==> src/rtl/traffic_pkg.sv <==
// Shared definitions for the intersection lamp monitor: phase and fault
// encodings, the four legal lamp patterns, and small phase helpers.
package traffic_pkg;

    typedef enum logic [1:0] {
        PH_AG = 2'd0,
        PH_AY = 2'd1,
        PH_BG = 2'd2,
        PH_BY = 2'd3
    } phase_e;

    typedef enum logic [2:0] {
        FC_NONE            = 3'd0,
        FC_ILLEGAL_LAMPS   = 3'd1,
        FC_BAD_ORDER       = 3'd2,
        FC_EARLY_EXIT      = 3'd3,
        FC_YELLOW_OVERSTAY = 3'd4,
        FC_MISSED_ADVANCE  = 3'd5
    } fault_code_e;

    // Lamp vectors ordered {ra, ya, ga, rb, yb, gb}
    localparam logic [5:0] LAMPS_AG = 6'b001100;
    localparam logic [5:0] LAMPS_AY = 6'b010100;
    localparam logic [5:0] LAMPS_BG = 6'b100001;
    localparam logic [5:0] LAMPS_BY = 6'b100010;

    // Legal successor in the fixed AG -> AY -> BG -> BY -> AG rotation
    function automatic phase_e next_phase(input phase_e p);
        phase_e n;
        case (p)
            PH_AG:   n = PH_AY;
            PH_AY:   n = PH_BG;
            PH_BG:   n = PH_BY;
            default: n = PH_AG;
        endcase
        return n;
    endfunction

    function automatic logic is_yellow(input phase_e p);
        return (p == PH_AY) || (p == PH_BY);
    endfunction

endpackage

==> src/rtl/lamp_phase_decoder.sv <==
// Combinational decode of the six lamp lines into a phase plus a legality
// flag. Anything that is not exactly one of the four legal patterns
// (dark, both green, several lamps on one road, ...) is reported invalid.
module lamp_phase_decoder
    import traffic_pkg::*;
(
    input  logic [5:0] lamps_i,
    output phase_e     phase_o,
    output logic       valid_o
);

    // Exact-match decode against the legal pattern table
    always_comb begin
        phase_o = PH_AG;
        valid_o = 1'b1;
        case (lamps_i)
            LAMPS_AG: phase_o = PH_AG;
            LAMPS_AY: phase_o = PH_AY;
            LAMPS_BG: phase_o = PH_BG;
            LAMPS_BY: phase_o = PH_BY;
            default:  valid_o = 1'b0;
        endcase
    end

endmodule

==> src/rtl/traffic_light_monitor.sv <==
// Passive lamp-side checker for the two-road intersection controller.
// Each edge samples lamps and sensors, tracks the phase and its dwell,
// checks order/timing/advance rules and latches the first fault (sticky).
// The tracked phase register doubles as the expected-phase reference, so
// after any fault the checks resynchronise to whatever phase was sampled.
// Rules derived from the sample at edge k (must_adv/must_hold) are
// checked against the sample at edge k+1. After an illegal sample the
// next legal sample is accepted without order or exit checks.
module traffic_light_monitor
    import traffic_pkg::*;
#(
    parameter int MIN_AG = 6,
    parameter int MIN_BG = 5,
    parameter int Y_LEN  = 1,
    parameter int DW     = 8
) (
    input  logic          clk,
    input  logic          reset,
    input  logic          clr_fault,
    input  logic          sa,
    input  logic          sb,
    input  logic          ra,
    input  logic          ya,
    input  logic          ga,
    input  logic          rb,
    input  logic          yb,
    input  logic          gb,
    output logic [1:0]    phase,
    output logic          phase_valid,
    output logic [DW-1:0] dwell,
    output logic          fault,
    output logic [2:0]    fault_code,
    output logic [DW-1:0] cycle_count
);

    localparam logic [DW-1:0] MIN_AG_W = DW'(MIN_AG);
    localparam logic [DW-1:0] MIN_BG_W = DW'(MIN_BG);
    localparam logic [DW-1:0] Y_LEN_W  = DW'(Y_LEN);
    localparam logic [DW-1:0] DW_ONE   = DW'(1);
    localparam logic [DW-1:0] DW_MAX   = {DW{1'b1}};

    phase_e          lamp_phase;
    logic            lamp_valid;

    phase_e          phase_q, phase_d;
    logic            valid_q, valid_d;
    logic [DW-1:0]   dwell_q, dwell_d;
    logic            must_adv_q, must_adv_d;
    logic            must_hold_q, must_hold_d;
    logic            fault_q, fault_d;
    logic [2:0]      fault_code_q, fault_code_d;
    logic [DW-1:0]   cycle_q, cycle_d;

    fault_code_e     code_now;
    logic            same_phase;
    logic            phase_changed;
    logic [DW-1:0]   min_dwell;

    lamp_phase_decoder u_decoder (
        .lamps_i ({ra, ya, ga, rb, yb, gb}),
        .phase_o (lamp_phase),
        .valid_o (lamp_valid)
    );

    // Phase tracker state register (async reset to AG, valid)
    always_ff @(posedge clk or posedge reset) begin
        if (reset) begin
            phase_q <= PH_AG;
            valid_q <= 1'b1;
        end else begin
            phase_q <= phase_d;
            valid_q <= valid_d;
        end
    end

    // Next phase: follow legal samples, hold the last phase on illegal ones
    always_comb begin
        phase_d = phase_q;
        valid_d = lamp_valid;
        if (lamp_valid) begin
            phase_d = lamp_phase;
        end
    end

    // Registered outputs straight from the state and datapath registers
    always_comb begin
        phase       = phase_q;
        phase_valid = valid_q;
        dwell       = dwell_q;
        fault       = fault_q;
        fault_code  = fault_code_q;
        cycle_count = cycle_q;
    end

    // Minimum dwell required before the tracked phase may be left
    always_comb begin
        case (phase_q)
            PH_AG:   min_dwell = MIN_AG_W;
            PH_BG:   min_dwell = MIN_BG_W;
            default: min_dwell = Y_LEN_W;
        endcase
    end

    // Fault detection for this sample; lowest code wins
    always_comb begin
        same_phase    = valid_q && lamp_valid && (lamp_phase == phase_q);
        phase_changed = valid_q && lamp_valid && (lamp_phase != phase_q);
        code_now      = FC_NONE;
        if (!lamp_valid) begin
            code_now = FC_ILLEGAL_LAMPS;
        end else if (phase_changed) begin
            if (lamp_phase != next_phase(phase_q)) begin
                code_now = FC_BAD_ORDER;
            end else if ((dwell_q < min_dwell) || must_hold_q) begin
                code_now = FC_EARLY_EXIT;
            end
        end else if (same_phase) begin
            if (is_yellow(phase_q) && (dwell_q >= Y_LEN_W)) begin
                code_now = FC_YELLOW_OVERSTAY;
            end else if (must_adv_q) begin
                code_now = FC_MISSED_ADVANCE;
            end
        end
    end

    // Dwell counting and the advance/hold obligations for the next sample
    always_comb begin
        dwell_d     = '0;
        must_adv_d  = 1'b0;
        must_hold_d = 1'b0;
        if (lamp_valid) begin
            if (same_phase) begin
                dwell_d = (dwell_q == DW_MAX) ? dwell_q : dwell_q + DW_ONE;
            end else begin
                dwell_d = DW_ONE;
            end
            case (lamp_phase)
                PH_AG: begin
                    if (dwell_d >= MIN_AG_W) begin
                        must_adv_d  = sb;
                        must_hold_d = !sb;
                    end
                end
                PH_BG: begin
                    if (dwell_d >= MIN_BG_W) begin
                        must_hold_d = !sa && sb;
                        must_adv_d  = !(!sa && sb);
                    end
                end
                default: begin
                    if (dwell_d == Y_LEN_W) begin
                        must_adv_d = 1'b1;
                    end
                end
            endcase
        end
    end

    // Sticky fault latch and completed-cycle counter
    always_comb begin
        fault_d      = fault_q;
        fault_code_d = fault_code_q;
        cycle_d      = cycle_q;
        if (!fault_q || clr_fault) begin
            fault_d      = (code_now != FC_NONE);
            fault_code_d = code_now;
        end
        if (phase_changed && (phase_q == PH_BY) && (lamp_phase == PH_AG) &&
            (code_now == FC_NONE)) begin
            cycle_d = cycle_q + DW_ONE;
        end
    end

    // Datapath registers: dwell, rule flags, fault latch, cycle counter
    always_ff @(posedge clk or posedge reset) begin
        if (reset) begin
            dwell_q      <= '0;
            must_adv_q   <= 1'b0;
            must_hold_q  <= 1'b0;
            fault_q      <= 1'b0;
            fault_code_q <= 3'd0;
            cycle_q      <= '0;
        end else begin
            dwell_q      <= dwell_d;
            must_adv_q   <= must_adv_d;
            must_hold_q  <= must_hold_d;
            fault_q      <= fault_d;
            fault_code_q <= fault_code_d;
            cycle_q      <= cycle_d;
        end
    end

endmodule

==> config.mk <==
export PLATFORM = sky130hd
export DESIGN_NAME = traffic_light_monitor
export DESIGN_NICKNAME = d
export VERILOG_FILES = /design/src/rtl/traffic_pkg.sv /design/src/rtl/lamp_phase_decoder.sv /design/src/rtl/traffic_light_monitor.sv
export SDC_FILE = /design/constraint.sdc
export NUM_CORES = 1
export LEC_CHECK = 0
export ABC_AREA = 0
export BUFFER_PORTS_ARGS = -buffer_cell sky130_fd_sc_hd__buf_2
export CORE_MARGIN = 4
export CORE_UTILIZATION = 50
export CTS_BUF_LIST = sky130_fd_sc_hd__clkbuf_4
export DETAILED_ROUTE_END_ITERATION = 7
export PLACE_DENSITY_LB_ADDON = 0.1
export SLEW_MARGIN = 20
export SYNTH_ARGS = -nofsm -noshare
export SYNTH_HDL_FRONTEND = slang
export SYNTH_SLANG_ARGS = --single-unit
==> constraint.sdc <==
create_clock -name clk -period 3.9 [get_ports clk]
set_input_delay 0.195 -clock clk [delete_from_list [all_inputs] [get_ports clk]]
set_output_delay 0.195 -clock clk [all_outputs]
set_load 0.01 [all_outputs]
==> flow_summary.toml, run 1 <==
[run_status]
run_status = "completed"

[clock_tree]
cts_sinks = 25
cts_tree = "yes"
numCtsBuffers = 3
insertion_delay_ps = 320
path_clk_slew_ps = 150
htreeDepth = 1
root_buffer = "clkbuf_4"
cts_resized = 0
cts_buffer_depth = 2

[die]
die_area_um2 = 4180
initial_core_util = 0.526
die_h_um = 64.7
core-area_um2 = 3050
die_w_um = 64.7
rows = 20
io-pin-count = 34

[power_and_ir_drop]
ir_drop_mv = 0.190
p_leak_nw = 0.892
power_density_nw_per_um2 = 277

[critical_path]
critPathRequiredTime_ps = 4160
crit_type = "flip-flop to flip-flop"
worstPathArrival_ps = 2950
crit_path_end_kind = "flip-flop"
crit_fanout = 8
worstSetupStartpointType = "flip-flop"

[global_route]
top_usage_layer = "met2"
grt_pass1_vias = 1306
grt-ovfl-total = 0
grt_first_pass_wirelength_um = 5850
grtUsageMet2 = 0.303
grt_start_max_net_pins = 26
met1_usage = 0.226
grt_util_all_layers = 0.174
grt_use_met3 = 0.0243
antenna_found_initial = 0

[logic_synthesis]
syn_inst = 172
synth-edff-count = 0
synthTopCellsByArea = "dfrtp_1 37%, ha_1 7.8%, nor2_1 4.7%"
seq_area_frac_synth = 0.390
ys_ff_latch = 25
syn_area_um2 = 1610
synth_top_area_share = 0.374
synthFlopType = "dfrtp_1"
synth_area_per_cell_um2 = 9.33
synth_fp_nets = 193
synth_area_leader_cell = "dfrtp_1"
yosys_warnings = 0
synth_cell_types = 44
async_flop_share = 1.00

[run]
cap_viol_max_count = 0

[detailed_routing]
wire_per_inst_um = 13.8
drc_errors = 0
drt_iter0_drc = 71
ant_nets = 0
vias = 1380
dr.pass1.iters = 4
via_per_inst = 5.52
routed_wl_um = 3460

[sta]
finClkSkew_ps = 1.52
finalSetupTns_ps = 0
tightest_slew_ps = 895
period_share = 0.690
max_freq_ghz = 0.372
fin_crit_ps = 2690
maxSlewViolCount = 0
maxSlewHeadroom = 0.399
setup_viol = 0
rsz0062_at_grt = "false"
hold_viol = 0

[layout]
fin_util = 0.606
antennaDiodeCount = 0
drive_gt1_frac = 0.248
design.final.nets = 228
syn_to_final_growth_pct = 15.2

[place]
post-dp-hpwl_um = 2670
port_buffers = 33
place.gp.congestion = 0.834

[worst_hold_path]
hold_path.class = "input port to flip-flop"
## where the power goes
part,switching [mW],internal (mW)
combinational,0.0654,0.0456
clock,0.0844,0.0392
sequential,0.0108,0.267
total,0.161,0.352
## layout make-up
type / count / area [um^2]
tap: 44 / 55.1
fill: 283 / 1200
clock buffer: 3 / 22.5
inverter: 13 / 48.8
timing repair buffer: 34 / 175
sequential: 25 / 627
multi-input combinational: 130 / 913
clock inverter: 1 / 7.51
## per-stage QoR
step	setup WS [ps]	instance area [um^2]	power (mW)	std cells	hold WS, ps
after floorplan	1490	1610	0.358	172	222
after global placement	1310	1810	0.388	245	450
after detailed placement	1230	1810	0.393	245	443
after CTS	1190	1840	0.516	249	88.1
after global routing	993	1850	0.544	250	81.5
final	1210	1850	0.512	250	92.8
## state kept, by name, summed over array words and instances (netlist names)
signal and flops:
cycle_count 8, dwell 8, fault_code 3, phase 2, fault 1, must_adv_q 1
must_hold_q 1, phase_valid 1
## placed cells by master (no fill, tap or decap), drive strengths merged, types with 2 or more instances in the layout
| master | count |
|---|---|
| buf | 33 |
| dfrtp | 24 |
| nor2 | 20 |
| inv | 12 |
| nor3 | 12 |
| ha | 10 |
| nand2 | 9 |
| xnor2 | 8 |
| a21oi | 8 |
| o21ai | 8 |
| xor2 | 6 |
| nand4 | 6 |
| nand3 | 5 |
| nor4 | 4 |
| nor2b | 3 |
| a31oi | 3 |
| clkbuf | 3 |
| a211oi | 3 |
| o21a | 2 |
| o21bai | 2 |
| mux2 | 2 |
| and4bb | 2 |
| a22oi | 2 |
## layer usage
layer,part of all wire,up-vias
li1,-,685
met1,0.46,652
met4,0.0038,0
met5,0,-
met3,0.047,2
met2,0.49,41
## worst max-delay path, cell delays in order (launching register included)
cell and delay [ps]:
dfrtp_1 480, inv_1 170, ha_1 210, inv_1 50, ha_1 260, o21a_1 100, o21ai_0 80, a31o_2 220
nor3_1 400, nand4b_4 250, nor3_2 240, xor2_1 160
## synthesized netlist by cell type (2+ instances only)
master    count
clkbuf_1      3
a211oi_1      2
nor2b_1       3
o21a_1        2
mux2_2        2
a21oi_1       8
nand3_1       5
o21ai_0       7
ha_1         10
xor2_1        6
nor3_1        8
nor3_2        4
nor4_1        4
o21bai_1      2
dfrtp_1      24
a31oi_1       3
nand4_1       6
xnor2_1       8
nor2_1       20
inv_1        13
nand2_1       9
## final timing paths
path / from / endpoint / slack, ps / depth (start not counted)
setup / recovery: phase[0] / cycle_count[7] / 1210 / 11
hold / removal: sb / must_hold_q / 90 / 2
setup reg to reg: phase[0] / cycle_count[7] / 1210 / 11
hold reg to reg: cycle_count[7] / cycle_count[7] / 480 / 1
max in group asynchronous: reset / cycle_count[0] / 3020 / 3
min in group asynchronous: reset / dwell[3] / 470 / 3
## logic make-up (layout without fill, tap and decap cells)
kind of cell             Yosys count  in the layout  share of synthesized area
multiplexers                       2              2                     0.0140
adder cells (fa/ha/maj)           10             10                     0.0779
XOR/XNOR                          14             14                     0.0764
flip-flops                        25             25                      0.390
AND/OR/NAND/NOR                   70             70                      0.254
AO/OA/AOI/OAI                     34             34                      0.147
buffers and inverters             17             51                     0.0405
## repair_timing
action,in CTS,in global routing
endpoints found under the hold margin,0,24
hold buffers,0,1
buffers inserted,0,0
No activity file was read; power rests on OpenSTA's default activity.
==> run 2: changes to the inputs <==
Clock period 3.9 ns to 2.3 ns, I/O delays scaled along.
==> flow_summary.toml, run 2 (synthesized netlist as in run 1, its figures left out) <==
[detailed_routing]
drc_errors = 0
vias = 1445
dr.pass1.iters = 4
routed_wl_um = 3620
drt_iter0_drc = 72
ant_nets = 0
wire_per_inst_um = 13.8
via_per_inst = 5.52

[power_and_ir_drop]
p_clk_frac = 0.227
power_frac_seq = 0.481
p_leak_nw = 0.974
p_switching_mw = 0.296
pwr-share-comb = 0.293
swShare = 0.309
ir_drop_mv = 0.279
p_int_mw = 0.662
total_power_mw = 0.959
power_density_nw_per_um2 = 482

[run_status]
run_status = "completed"

[global_route]
grt-ovfl-total = 0
grt_first_pass_wirelength_um = 6030
grt_start_max_net_pins = 26
antenna_found_initial = 0
grt_pass1_vias = 1332
grt_util_all_layers = 0.185

[sta]
period_share = 0.970
finClkSkew_ps = 2.52
rsz0062_at_grt = "true"
maxSlewHeadroom = 0.396
maxSlewViolCount = 0
tightest_slew_ps = 901
max_freq_ghz = 0.448
fin_crit_ps = 2230
timing.hold.ws_ps = 9.93
hold_viol = 0
setup_viol = 0

[critical_path]
crit_path_end_kind = "flip-flop"
crit_type = "flip-flop to flip-flop"
worstSetupStartpointType = "flip-flop"
crit_slowest_cell = "dfrtp_1"
cp_slowest_stage_delay_ps = 410
critPathRequiredTime_ps = 2560
worstPathArrival_ps = 2490
crit_fanout = 8
crit_chain = "inv_2, ha_4, inv_2, ha_4, o21a_1, o21ai_1, a31o_2, nor3_4, nand4b_4, nor3_4, xor2_1"

[layout]
multi_input_area_um2 = 962
design.final.nets = 240
final_common_cell = "buf_2"
layout.cells.non_filler = 262
antennaDiodeCount = 0
layout.cells.most_common_list = "33 x buf_2, 24 x dfrtp_1, 20 x nor2_1, 12 x buf_4"
drive_gt1_frac = 0.317
ff_latch_area_um2 = 627
fillers = 257
fin_util = 0.651
final_area_um2 = 1990
syn_to_final_growth_pct = 23.9

[die]
initial_core_util = 0.526
io-pin-count = 34
die_w_um = 64.7
core-area_um2 = 3050
rows = 20
die_h_um = 64.7
die_area_um2 = 4180

[clock_tree]
root_buffer = "clkbuf_4"
htreeDepth = 1
path_clk_slew_ps = 140
numCtsBuffers = 3
insertion_delay_ps = 330
cts_sinks = 25
cts_tree = "yes"
cts_buffer_depth = 2

[place]
dp_cells = 254
post-dp-hpwl_um = 2780
port_buffers = 33
place.gp.congestion = 0.827
post_dp_cell_area_um2 = 1890

[run]
cap_viol_max_count = 0

[worst_hold_path]
hold_path.class = "input port to flip-flop"
run 2: changes by cell type in the layout (fill, tap and decap cells not counted), sizes merged:
cell      previous run  this run
buf                 33        45
clkbuf               3         4
clkinvlp             1         0
run 2: worst paths after layout:
kind,slack (ps),start,depth (start not counted),to
max in group asynchronous,1490,reset,3,phase[1]
worst min-delay path,10,sb,2,must_hold_q
min in group asynchronous,400,reset,3,dwell[5]
worst min register to register,480,cycle_count[7],1,cycle_count[7]
worst max-delay path,70,phase[1],11,cycle_count[7]
worst max register to register,70,phase[1],11,cycle_count[7]
run 2: cell type report:
cell class | instances | share of cell area
Tap cell | 44 | 0.0277
Clock buffer | 4 | 0.0151
Multi-Input combinational cell | 130 | 0.484
Timing Repair Buffer | 46 | 0.133
Sequential cell | 25 | 0.315
Inverter | 13 | 0.0245
run 2: worst max-delay path, delay by kind of cell, from the launching register on:
family | cells | cell delay [ps]
xor gates and xnor gates | 1 | 160
DFF | 1 | 410
AOI/OAI and AO/OA | 3 | 440
buffers and inverters | 2 | 130
and+or+nand+nor | 3 | 640
adders and majority gates | 2 | 390
run 2: routing by layer:
metal,global-route usage,wire length (um)
met3,0.0225,175
met1,0.242,1650
met2,0.305,1740
met4,0.0844,59
met5,0,0
run 2: timing repair:
action                                 in CTS  in global routing
hold buffers                                0                  1
pin swaps                                   2                 10
buffers inserted                            1                  2
setup endpoints to repair                   3                  8
endpoints found under the hold margin       0                 24
gates resized for setup                     0                  9
run 2: through the flow:
stage	setup TNS [ps]	worst slack [ps]
after floorplan	0	18.8
after global placement	0	102
after detailed placement	-7.60	-7.60
after CTS	0	4.14
after global routing	-58.6	-44.0
final	0	69.9
run 2: power groups by stage:
stage | Combinational, mW | Sequential [mW] | Clock [mW]
floorplan | 0.141 | 0.480 | 0
global placement | 0.230 | 0.467 | 0
detailed placement | 0.240 | 0.468 | 0
CTS | 0.242 | 0.459 | 0.223
global route | 0.307 | 0.463 | 0.239
finish | 0.280 | 0.461 | 0.217
==> run 3: changes to the inputs <==
Settings changed: BUFFER_PORTS_ARGS -buffer_cell sky130_fd_sc_hd__buf_2 to default, DONT_BUFFER_PORTS from default to 1, PLACE_DENSITY from default to 0.64, PLACE_DENSITY_LB_ADDON 0.1 to default.
==> flow_summary.toml, run 3 (synthesized netlist as in run 1, its figures left out) <==
[clock_tree]
numCtsBuffers = 3
path_clk_slew_ps = 130
insertion_delay_ps = 320
cts_buffer_depth = 2
cts_tree = "yes"
cts_sinks = 25
htreeDepth = 1
root_buffer = "clkbuf_4"

[global_route]
grt_first_pass_wirelength_um = 5900
grt_pass1_vias = 1295
grt_util_all_layers = 0.177
grt-ovfl-total = 0
antenna_found_initial = 0
grt_start_max_net_pins = 26

[place]
port_buffers = 0
place.gp.congestion = 0.870
post-dp-hpwl_um = 2720
post_dp_cell_area_um2 = 1750

[sta]
setup_viol = 0
tightest_slew_ps = 886
hold_viol = 0
maxSlewHeadroom = 0.409
fin_crit_ps = 2220
period_share = 0.966
finalSetupTns_ps = 0
maxSlewViolCount = 0
finClkSkew_ps = 4.18
rsz0062_at_grt = "true"
max_freq_ghz = 0.450

[critical_path]
crit_fanout = 8
reg2reg_from = "phase[0]"
crit_path_end_kind = "flip-flop"
worstPathArrival_ps = 2430
crit_start = "phase[0]"
crit_type = "flip-flop to flip-flop"
worstSetupStartpointType = "flip-flop"
critPathRequiredTime_ps = 2510

[detailed_routing]
ant_nets = 0
drt_iter0_drc = 76
routed_wl_um = 3690
dr.pass1.iters = 4
wire_per_inst_um = 15.7
drc_errors = 0
vias = 1368
via_per_inst = 5.82

[die]
rows = 20
io-pin-count = 34
initial_core_util = 0.526
die_h_um = 64.7
die_area_um2 = 4180
die_w_um = 64.7
core-area_um2 = 3050

[worst_hold_path]
hold_start = "sb"
hold_path.class = "input port to flip-flop"

[layout]
final_area_um2 = 1890
ff_latch_area_um2 = 628
design.final.nets = 213
fillers = 272
final_common_cell = "dfrtp_1"
drive_gt1_frac = 0.230
syn_to_final_growth_pct = 17.9
antennaDiodeCount = 0
multi_input_area_um2 = 977
layout.cells.most_common_list = "23 x dfrtp_1, 18 x nor2_1, 15 x buf_4, 10 x inv_1, 9 x nand2_1"

[power_and_ir_drop]
total_power_mw = 0.937
power_density_nw_per_um2 = 495
ir_drop_mv = 0.245
p_leak_nw = 0.872
pwr-share-comb = 0.287
swShare = 0.298
p_clk_frac = 0.219
power_frac_seq = 0.494
p_switching_mw = 0.279
p_int_mw = 0.658

[run_status]
run_status = "completed"

[run]
cap_viol_max_count = 0
run 3: changes by cell type in the layout (fill, tap and decap cells not counted), moves of 2 or more:
cell           delta
buf_2            -33
nor2_1            -2
dlygate4sd3_1     +2
buf_4             +3
nor2_2            +2
run 3: power by group through the flow:
| stage | clock network, mW | registers (mW) | logic (mW) |
|---|---|---|---|
| 2_1_floorplan | 0 | 0.480 | 0.141 |
| 3_5_place_dp | 0 | 0.470 | 0.222 |
| 5_1_grt | 0.227 | 0.465 | 0.294 |
| 3_3_place_gp | 0 | 0.468 | 0.215 |
| 4_1_cts | 0.208 | 0.461 | 0.230 |
| 6_report | 0.206 | 0.463 | 0.269 |
run 3: per-stage QoR:
stage / cells / hold slack [ps] / utilization / setup slack (ps)
after CTS: 232 / 9.98 / 0.594 / 33.0
final: 235 / 38.2 / 0.620 / 78.9
after detailed placement: 225 / 240 / 0.574 / 76.3
after global placement: 225 / 238 / 0.574 / 135
after floorplan: 172 / 142 / - / 18.8
after global routing: 235 / 22.8 / 0.620 / -34.0
run 3: final cells by class:
class	instances	share of cell area
clock buffer	4	0.0159
timing repair buffer	19	0.0813
sequential	25	0.332
inverter	13	0.0258
multi-input combinational	130	0.516
tap	44	0.0291
run 3: layer usage:
metal  GRT usage  vias to the layer above  wire length, um
met1       0.215                      670             1540
li1            -                      657                -
met2       0.309                       35             1920
met3      0.0399                        6              161
met5           0                        -                0
met4      0.0580                        0               71
run 3: final timing paths:
| path | slack, ps | depth (start not counted) | endpoint |
|---|---|---|---|
| max | 80 | 10 | cycle_count[1] |
| min reg2reg | 540 | 1 | cycle_count[7] |
| max reg2reg | 80 | 10 | cycle_count[1] |
| max in group asynchronous | 1280 | 2 | dwell[1] |
| min | 40 | 2 | must_adv_q |
| min in group asynchronous | 420 | 2 | fault_code[2] |
run 3: what timing repair did:
item | 4_1_cts | 5_1_grt
hold buffers | 3 | 0
buffers inserted | 0 | 3
hold endpoints to repair | 25 | 0
resized for setup | 0 | 15
setup endpoints to repair | 0 | 8
run 3: critical path: stages (launching register included):
cell and delay, ps:
dfrtp_1 410, inv_2 90, ha_4 140, inv_2 40
ha_4 240, o21a_1 100, o21ai_1 60, a31o_2 270
nor3_4 160, nand4b_4 240, mux2_4 360
